## src/rtl/maze_pkg.sv

```systemverilog
//------------------------------------------------------------------------------
// maze_pkg : shared types and constants for the maze collision logic
// Revision : 1.0
//------------------------------------------------------------------------------
`default_nettype none

package maze_pkg;

  typedef enum logic [1:0] {
    RUN    = 2'd0,
    COMMIT = 2'd1,
    OVER   = 2'd2
  } coll_state_t;

  localparam int         NUM_WALLS = 18;
  localparam int         SCREEN_W  = 640;
  localparam int         SCREEN_H  = 480;
  localparam logic [4:0] NO_HIT    = 5'd31;

endpackage

`default_nettype wire

```

## src/rtl/wall_priority_enc.sv

```systemverilog
//------------------------------------------------------------------------------
// wall_priority_enc : lowest-set-bit encoder, NO_HIT when the mask is empty
// Revision : 1.0
//------------------------------------------------------------------------------
`default_nettype none

module wall_priority_enc #(
  parameter int WIDTH = 18
) (
  input  logic [WIDTH-1:0] mask_i,
  output logic [4:0]       index_o
);
  import maze_pkg::*;

  // Descending scan so the lowest set bit is the last one written.
  always_comb begin
    index_o = NO_HIT;
    for (int i = WIDTH - 1; i >= 0; i--) begin
      if (mask_i[i]) index_o = 5'(i);
    end
  end

endmodule

`default_nettype wire

```

## src/rtl/maze_collision_detector.sv

```systemverilog
//------------------------------------------------------------------------------
// maze_collision_detector : per-frame player/wall overlap, lives and game over
// Revision : 1.0
//------------------------------------------------------------------------------
`default_nettype none

module maze_collision_detector #(
  parameter int         NUM_WALLS   = 18,
  parameter logic [9:0] PLAYER_SIZE = 10'd10,
  parameter int         LIVES       = 3
) (
  input  logic                 clk,
  input  logic                 rst,
  input  logic                 update,
  input  logic [9:0]           xCount,
  input  logic [9:0]           yCount,
  input  logic [NUM_WALLS-1:0] wall,
  input  logic [9:0]           player_x,
  input  logic [9:0]           player_y,
  output logic                 player_px,
  output logic                 collide,
  output logic [NUM_WALLS-1:0] hit_mask,
  output logic [4:0]           hit_index,
  output logic [2:0]           lives,
  output logic                 game_over
);
  import maze_pkg::*;

  coll_state_t          state_q, state_d;
  logic [NUM_WALLS-1:0] acc_mask_q, acc_mask_d;
  logic [NUM_WALLS-1:0] hit_mask_q, hit_mask_d;
  logic [4:0]           hit_index_q, hit_index_d;
  logic [2:0]           lives_q, lives_d;
  logic                 collide_q, collide_d;
  logic                 game_over_q, game_over_d;
  logic                 upd_q;
  logic                 player_px_q;

  logic [9:0]           w_x_end, w_y_end;
  logic                 w_in_box, w_edge;
  logic [NUM_WALLS-1:0] w_hit;
  logic [4:0]           w_enc;

  // Box ends wrap mod 1024, so a box near the right edge matches nothing.
  always_comb begin
    w_x_end  = player_x + PLAYER_SIZE;
    w_y_end  = player_y + PLAYER_SIZE;
    w_in_box = (xCount > player_x) && (xCount < w_x_end) &&
               (yCount > player_y) && (yCount < w_y_end);
    w_hit    = wall & {NUM_WALLS{player_px_q}};
    w_edge   = update & ~upd_q;
  end

  wall_priority_enc #(
    .WIDTH (NUM_WALLS)
  ) u_enc (
    .mask_i  (acc_mask_q),
    .index_o (w_enc)
  );

  always_comb begin
    state_d     = state_q;
    acc_mask_d  = acc_mask_q;
    hit_mask_d  = hit_mask_q;
    hit_index_d = hit_index_q;
    collide_d   = collide_q;
    lives_d     = lives_q;
    game_over_d = game_over_q;
    case (state_q)
      RUN: begin
        acc_mask_d = acc_mask_q | w_hit;
        if (w_edge) state_d = COMMIT;
      end
      COMMIT: begin
        hit_mask_d  = acc_mask_q;
        collide_d   = |acc_mask_q;
        hit_index_d = w_enc;
        acc_mask_d  = w_hit;
        state_d     = RUN;
        // Only a fresh collision (clear frame before it) costs a life.
        if (collide_d && !collide_q && (lives_q != 3'd0)) begin
          lives_d = lives_q - 3'd1;
          if (lives_d == 3'd0) begin
            state_d     = OVER;
            game_over_d = 1'b1;
          end
        end
      end
      OVER: begin
      end
      default: state_d = RUN;
    endcase
  end

  always_ff @(posedge clk) begin
    if (rst) begin
      state_q     <= RUN;
      acc_mask_q  <= '0;
      upd_q       <= 1'b1;
      player_px_q <= 1'b0;
      collide_q   <= 1'b0;
      hit_mask_q  <= '0;
      hit_index_q <= NO_HIT;
      lives_q     <= 3'(LIVES);
      game_over_q <= 1'b0;
    end else begin
      state_q     <= state_d;
      acc_mask_q  <= acc_mask_d;
      upd_q       <= update;
      player_px_q <= w_in_box;
      collide_q   <= collide_d;
      hit_mask_q  <= hit_mask_d;
      hit_index_q <= hit_index_d;
      lives_q     <= lives_d;
      game_over_q <= game_over_d;
    end
  end

  assign player_px = player_px_q;
  assign collide   = collide_q;
  assign hit_mask  = hit_mask_q;
  assign hit_index = hit_index_q;
  assign lives     = lives_q;
  assign game_over = game_over_q;

endmodule

`default_nettype wire

```

## config.mk

```make
export PLATFORM = sky130hd
export DESIGN_NAME = maze_collision_detector
export DESIGN_NICKNAME = d
export VERILOG_FILES = /design/src/rtl/maze_pkg.sv /design/src/rtl/wall_priority_enc.sv /design/src/rtl/maze_collision_detector.sv
export SDC_FILE = /design/constraint.sdc
export NUM_CORES = 1
export LEC_CHECK = 0
export CORE_MARGIN = 2
export CORE_UTILIZATION = 43
export DETAILED_ROUTE_END_ITERATION = 10
export PLACE_DENSITY = 0.85
export SYNTH_ARGS = -nofsm -noshare
export SYNTH_HDL_FRONTEND = slang
export SYNTH_HIERARCHICAL = 1
export SYNTH_SLANG_ARGS = --single-unit
```

## constraint.sdc

```tcl
create_clock -name clk -period 2.7 [get_ports clk]
set_clock_uncertainty 0.2 [all_clocks]
set_input_delay 0.27 -clock clk [delete_from_list [all_inputs] [get_ports clk]]
set_output_delay 0.27 -clock clk [all_outputs]
set_load 0.1 [all_outputs]
```

==> flow_summary.ini, run 1 <==
[detailed_routing]
vias_per_cell = 5.25
drt-met1-wl_um = 3560
topRoutingLayerUsed = met4
wl_um = 8570
postRouteAntennaNets = 0
wl_met2_um = 4240
routed-via-count = 3163
drc_errors = 0
wl_met3_um = 543
wl_per_cell_um = 14.2
first_pass_iters = 4
drt_first_iter_violations = 197

[finish]
antenna_cells = 0
drive_above_1_share = 0.208
layout_common_cells = buf_4, nand2_1, dfxtp_1
area_growth_pct = 43.3
fin_cells = 602
final_core_util = 0.642
fillCellCount = 556
mostFrequentLayoutCell = buf_4
nets = 609
ff_latch_area_um2 = 1000
multi_input_area_um2 = 1960

[global_routing]
grt_pass1_wl_um = 13600
antenna_found_initial = 0
grt_usage = 0.216
grt_max_degree = 44
overflow = 0
grt_pass1_vias = 3056

[logic_synthesis]
ys.flop_type = dfxtp_1
synth_seq_area_share = 0.325
synth_edf_count = 0
avgSynthCellArea_um2 = 8.03
yosysWarningCount = 6
synth.cell_area_um2 = 3080
ys_types = 42
synthArstFlopShare = 0
syn_inst = 383
ys_ff_latch = 50
syn_nets = 487

[clock_network]
clockRootBuffer = clkbuf_8
cts_buffers = 5
insertion_delay_ns = 0.30
h-tree-depth = 2
cts.sinks = 50
ctsLongestPathBuffers = 2
cts.clk_slew.worst_paths_ns = 0.08
cts_tree = built

[floorplan]
core_um2 = 6870
die_h_um = 88.6
die-area_um2 = 7840
die_x_um = 88.6
pin_count = 90
initial_core_util = 0.448
rows = 30

[setup_path]
arrival_ns = 2.59
worst_path_max_delay_cell = or3_4
cp_top_family = simple AND/OR/NAND/NOR gates
critical_path.max_fanout = 2
end_kind = flop
crit_buf_inv = 2
timing.critical_path.mode_cell = nor4_2
critPathMaxStageDelay_ns = 0.38
cp-start-kind = input port
crit_type = in2reg
required_ns = 2.74
path_cells = clkdlybuf4s15_1 > inv_2 > nor3_4 > o21ai_2 > or3_4 > xnor2_1 > ha_1 > a22o_1 > nor4_2 > o221ai_1 > nor4_2 > o2111a_1

[pwr]
power.density_nw_per_um2 = 383
power_leakage_uw = 0.00194
vdd_drop_max_mv = 0.219
p_total_uw = 1690

[sta]
worstMarginPinSlew_ns = 1.23
layout_min_cycle_time_ns = 2.55
setup_viol_count_final = 0
period_share = 0.944
fin_tns_setup_ns = 0
final_max_slew_viol_count = 0
relSlewSlack = 0.179
max_freq_ghz = 0.392
hold_violations = 0

[flow_run]
maxCapViolCount = 0

[placed_design]
place_inst = 582
io_buffers = 89
place_congestion = 0.891
dp_hpwl_um = 6500

[status]
outcome = complete, no violations

[worst_hold_path]
hold_class = reg2reg
[worst paths after layout]
path	from	endpoint	slack (ns)	depth (start not counted)
setup / recovery	player_x[4]	player_px$_SDFF_PP0_	0.15	12
hold / removal	upd_q$_SDFF_PP1_	state_q[0]$_SDFFE_PP0P_	0.19	1
setup reg to reg	lives[0]$_SDFFE_PP1P_	game_over$_SDFFE_PP0P_	0.68	7
hold reg to reg	upd_q$_SDFF_PP1_	state_q[0]$_SDFFE_PP0P_	0.19	1
[flip-flops by register name (all words and copies together), names as in the netlist]
signal	cells
collide	1
upd_q	1
game_over	1
state_q	2
acc_mask_q	18
hit_index	5
lives	3
player_px	1
hit_mask	18
[layout make-up]
class | count | area share
clock inverter | 1 | 0.00199
inverter | 32 | 0.0273
multi-input combinational | 286 | 0.444
clock buffer | 7 | 0.0219
sequential | 50 | 0.227
timing repair buffer | 130 | 0.250
tap | 96 | 0.0273
[power breakdown]
group          internal, µW  switching, µW
clock network           235            239
registers               748           13.3
logic                   223            227
[what timing repair did]
action | 4_1_cts | 5_1_grt
gates resized for setup | 46 | 5
hold endpoints to repair | 0 | 0
endpoints found under the setup margin | 1 | 1
hold buffers | 0 | 0
pin swaps | 14 | 6
setup buffers | 12 | 0
[per-stage QoR]
stage               worst slack [ns]  hold slack (ns)  area [µm²]
detailed placement            -0.698            0.186        4170
CTS                         0.000145            0.197        4380
finish                         0.150            0.193        4410
global placement              -0.472            0.178        4170
global route                 -0.0122            0.220        4410
floorplan                     0.0555            0.173        3080
[cell families after synthesis]
group	Yosys count	share of synthesized area
XOR/XNOR	15	0.0427
AO/OA/AOI/OAI	81	0.173
adder cells (fa/ha/maj)	43	0.175
flip-flops	50	0.325
AND/OR/NAND/NOR	147	0.226
buffers and inverters	47	0.0578
[Yosys cell counts (2+ instances only)]
master | instances | area share
nand3_1 | 11 | 0.018
nor4_1 | 9 | 0.018
xor2_1 | 2 | 0.0057
a221oi_1 | 2 | 0.0057
or2_2 | 2 | 0.0041
nor4_2 | 3 | 0.012
nor2_1 | 31 | 0.038
a21oi_1 | 33 | 0.054
nor2b_1 | 4 | 0.0081
o211ai_1 | 3 | 0.0073
dfxtp_1 | 50 | 0.33
inv_1 | 32 | 0.039
nor3b_1 | 2 | 0.0049
nor3_1 | 13 | 0.021
a22oi_1 | 18 | 0.044
or3_1 | 2 | 0.0041
clkbuf_1 | 14 | 0.017
nand2_1 | 58 | 0.071
a21o_1 | 2 | 0.0049
ha_1 | 43 | 0.17
nand4_1 | 5 | 0.010
o21ai_0 | 8 | 0.013
xnor2_1 | 13 | 0.037
a211oi_1 | 2 | 0.0049
nand2b_1 | 4 | 0.0081
[per-layer routing]
layer,GRT usage,vias to the layer above
met3,0.0494,19
met5,0,-
met2,0.381,100
met4,0.0689,0
li1,-,1590
met1,0.260,1454
(Power assumes the default switching activity.)
==> inputs of run 2 (changes only) <==
--- a/config.mk
+++ b/config.mk
@@ -8,7 +8,9 @@
 export CORE_MARGIN = 2
 export CORE_UTILIZATION = 43
 export DETAILED_ROUTE_END_ITERATION = 10
-export PLACE_DENSITY = 0.85
+export GPL_TIMING_DRIVEN = 0
+export PLACE_DENSITY = 0.78
+export SLEW_MARGIN = 20
 export SYNTH_ARGS = -nofsm -noshare
 export SYNTH_HDL_FRONTEND = slang
 export SYNTH_HIERARCHICAL = 1
==> run 2 against run 1 <==
Total power grew 2.4%. Register-to-register slack improved by 0.03 ns. Wire length decreased by 2.1%. Critical path depth is the same. Sequential share of layout area up 0.11 points. Largest cell class unchanged.
==> flow_summary.ini, run 2 (synthesis gave the netlist of run 1 again) <==
[pwr]
power.density_nw_per_um2 = 393
vdd_drop_max_mv = 0.332
switching_share = 0.285
power_leakage_uw = 0.00181
seq_power_share = 0.441
power_switching_uw = 492
p_int_uw = 1230
p_comb_frac = 0.254
clockPowerShare = 0.305

[setup_path]
cp_top_family = simple AND/OR/NAND/NOR gates
critical_path.startpoint = player_y[4]
end_kind = flop
path_cells = clkdlybuf4s15_1 > inv_2 > nor3_4 > o21ai_2 > or3_4 > xnor2_2 > ha_1 > a22o_1 > nor4_2 > o221ai_2 > nor4_2 > o2111a_1
cp-start-kind = input port
crit_path_end = player_px$_SDFF_PP0_
r2r_setup_slack_ns = 0.71
critical_path.max_fanout = 2
cp.depth = 12
worst_path_max_delay_cell = or3_4
timing.critical_path.mode_cell = nor4_2
r2r_cells = 7
crit_type = in2reg
crit_buf_inv = 2
critPathMaxStageDelay_ns = 0.34
r2r_end = game_over$_SDFFE_PP0P_
required_ns = 2.75
crit-reg2reg-launch = lives[0]$_SDFFE_PP1P_
arrival_ns = 2.61

[clock_network]
cts_hold_buf = 0
cts.clk_slew.worst_paths_ns = 0.09
ctsLongestPathBuffers = 2
cts_tree = built
cts_buffers = 5
cts.sinks = 50
insertion_delay_ns = 0.31
h-tree-depth = 2
clockRootBuffer = clkbuf_8

[detailed_routing]
wl_um = 8390
drc_errors = 0
postRouteAntennaNets = 0
wl_per_cell_um = 14.2
routed-via-count = 3116
drt_first_iter_violations = 188
first_pass_iters = 4
vias_per_cell = 5.26

[floorplan]
die-area_um2 = 7840
rows = 30
initial_core_util = 0.448
die_h_um = 88.6
die_x_um = 88.6
pin_count = 90
core_um2 = 6870

[placed_design]
place_congestion = 0.892
dp_hpwl_um = 6320
io_buffers = 88
pre_cts_slack_ns = -0.769

[global_routing]
grt_pass1_vias = 2973
grt_pass1_wl_um = 13500
antenna_found_initial = 0
overflow = 0
grt_max_degree = 17
grt_usage = 0.218

[finish]
antenna_cells = 0
area_growth_pct = 42.6
layout_common_cells = clkdlybuf4s50_1, nand2_1, dfxtp_1
final_core_util = 0.638
drive_above_1_share = 0.127
nets = 599
mostFrequentLayoutCell = clkdlybuf4s50_1

[sta]
period_share = 0.949
layout_min_cycle_time_ns = 2.56
fin_tns_setup_ns = 0
max_freq_ghz = 0.390
relSlewSlack = 0.343
worstMarginPinSlew_ns = 0.983
final_max_slew_viol_count = 0
grt_setup_unrepaired = no
hold_violations = 0
setup_viol_count_final = 0
worst_slack_ns = 0.137
holdWs_ns = 0.192

[flow_run]
maxCapViolCount = 0

[worst_hold_path]
hold_class = reg2reg

[status]
outcome = complete, no violations
## run 2: metrics by stage
stage                     power (µW)  cells  instance area [µm²]
after global routing            1800    592                 4390
after floorplan                 1010    383                 3080
after global placement          1170    567                 4080
final                           1730    592                 4390
after detailed placement        1170    567                 4080
after CTS                       1710    588                 4320
## run 2: area by class of cell
type,instances,area (µm²)
multi-input combinational,286,2000
buffer,15,57.6
tap,96,120
clock buffer,5,68.8
fill,599,2480
sequential,50,1000
clock inverter,3,45.0
timing repair buffer,105,976
inverter,32,120
## run 2: worst min-delay path by stage
stage                     cells past startpoint              from                 endpoint
after floorplan                               1  upd_q$_SDFF_PP1_  state_q[0]$_SDFFE_PP0P_
after global placement                        1  upd_q$_SDFF_PP1_  state_q[0]$_SDFFE_PP0P_
after detailed placement                      1  upd_q$_SDFF_PP1_  state_q[0]$_SDFFE_PP0P_
after CTS                                     1  upd_q$_SDFF_PP1_  state_q[0]$_SDFFE_PP0P_
after global routing                          1  upd_q$_SDFF_PP1_  state_q[0]$_SDFFE_PP0P_
final                                         1  upd_q$_SDFF_PP1_  state_q[0]$_SDFFE_PP0P_
## run 2: timing repair
action                                  4_1_cts  5_1_grt
gates resized for setup                      50       17
hold endpoints to repair                      0        0
cloned                                        0        0
pin swaps                                    14       11
setup buffers                                13        5
endpoints found under the setup margin        1        1
## run 2: per-layer routing
layer	global-route usage	wire, µm	share of wire	up-vias
met5	0	0	0	-
met4	0.0771	200	0.024	0
met3	0.0345	397	0.047	18
met2	0.400	4290	0.51	85
met1	0.255	3510	0.42	1444
li1	-	-	-	1569
## run 2: power by group through the flow
stage               Sequential (µW)  Clock (µW)  Combinational, µW
floorplan                       809           0                200
global placement                778           0                387
global route                    763         560                479
finish                          761         527                438
CTS                             761         533                413
detailed placement              778           0                394
==> inputs of run 3 (changes only) <==
--- a/config.mk
+++ b/config.mk
@@ -5,6 +5,7 @@
 export SDC_FILE = /design/constraint.sdc
 export NUM_CORES = 1
 export LEC_CHECK = 0
+export CAP_MARGIN = 10
 export CORE_MARGIN = 2
 export CORE_UTILIZATION = 43
 export DETAILED_ROUTE_END_ITERATION = 10
==> results of run 3 <==
Final layout, timing and power as in run 2 (identical DEF).
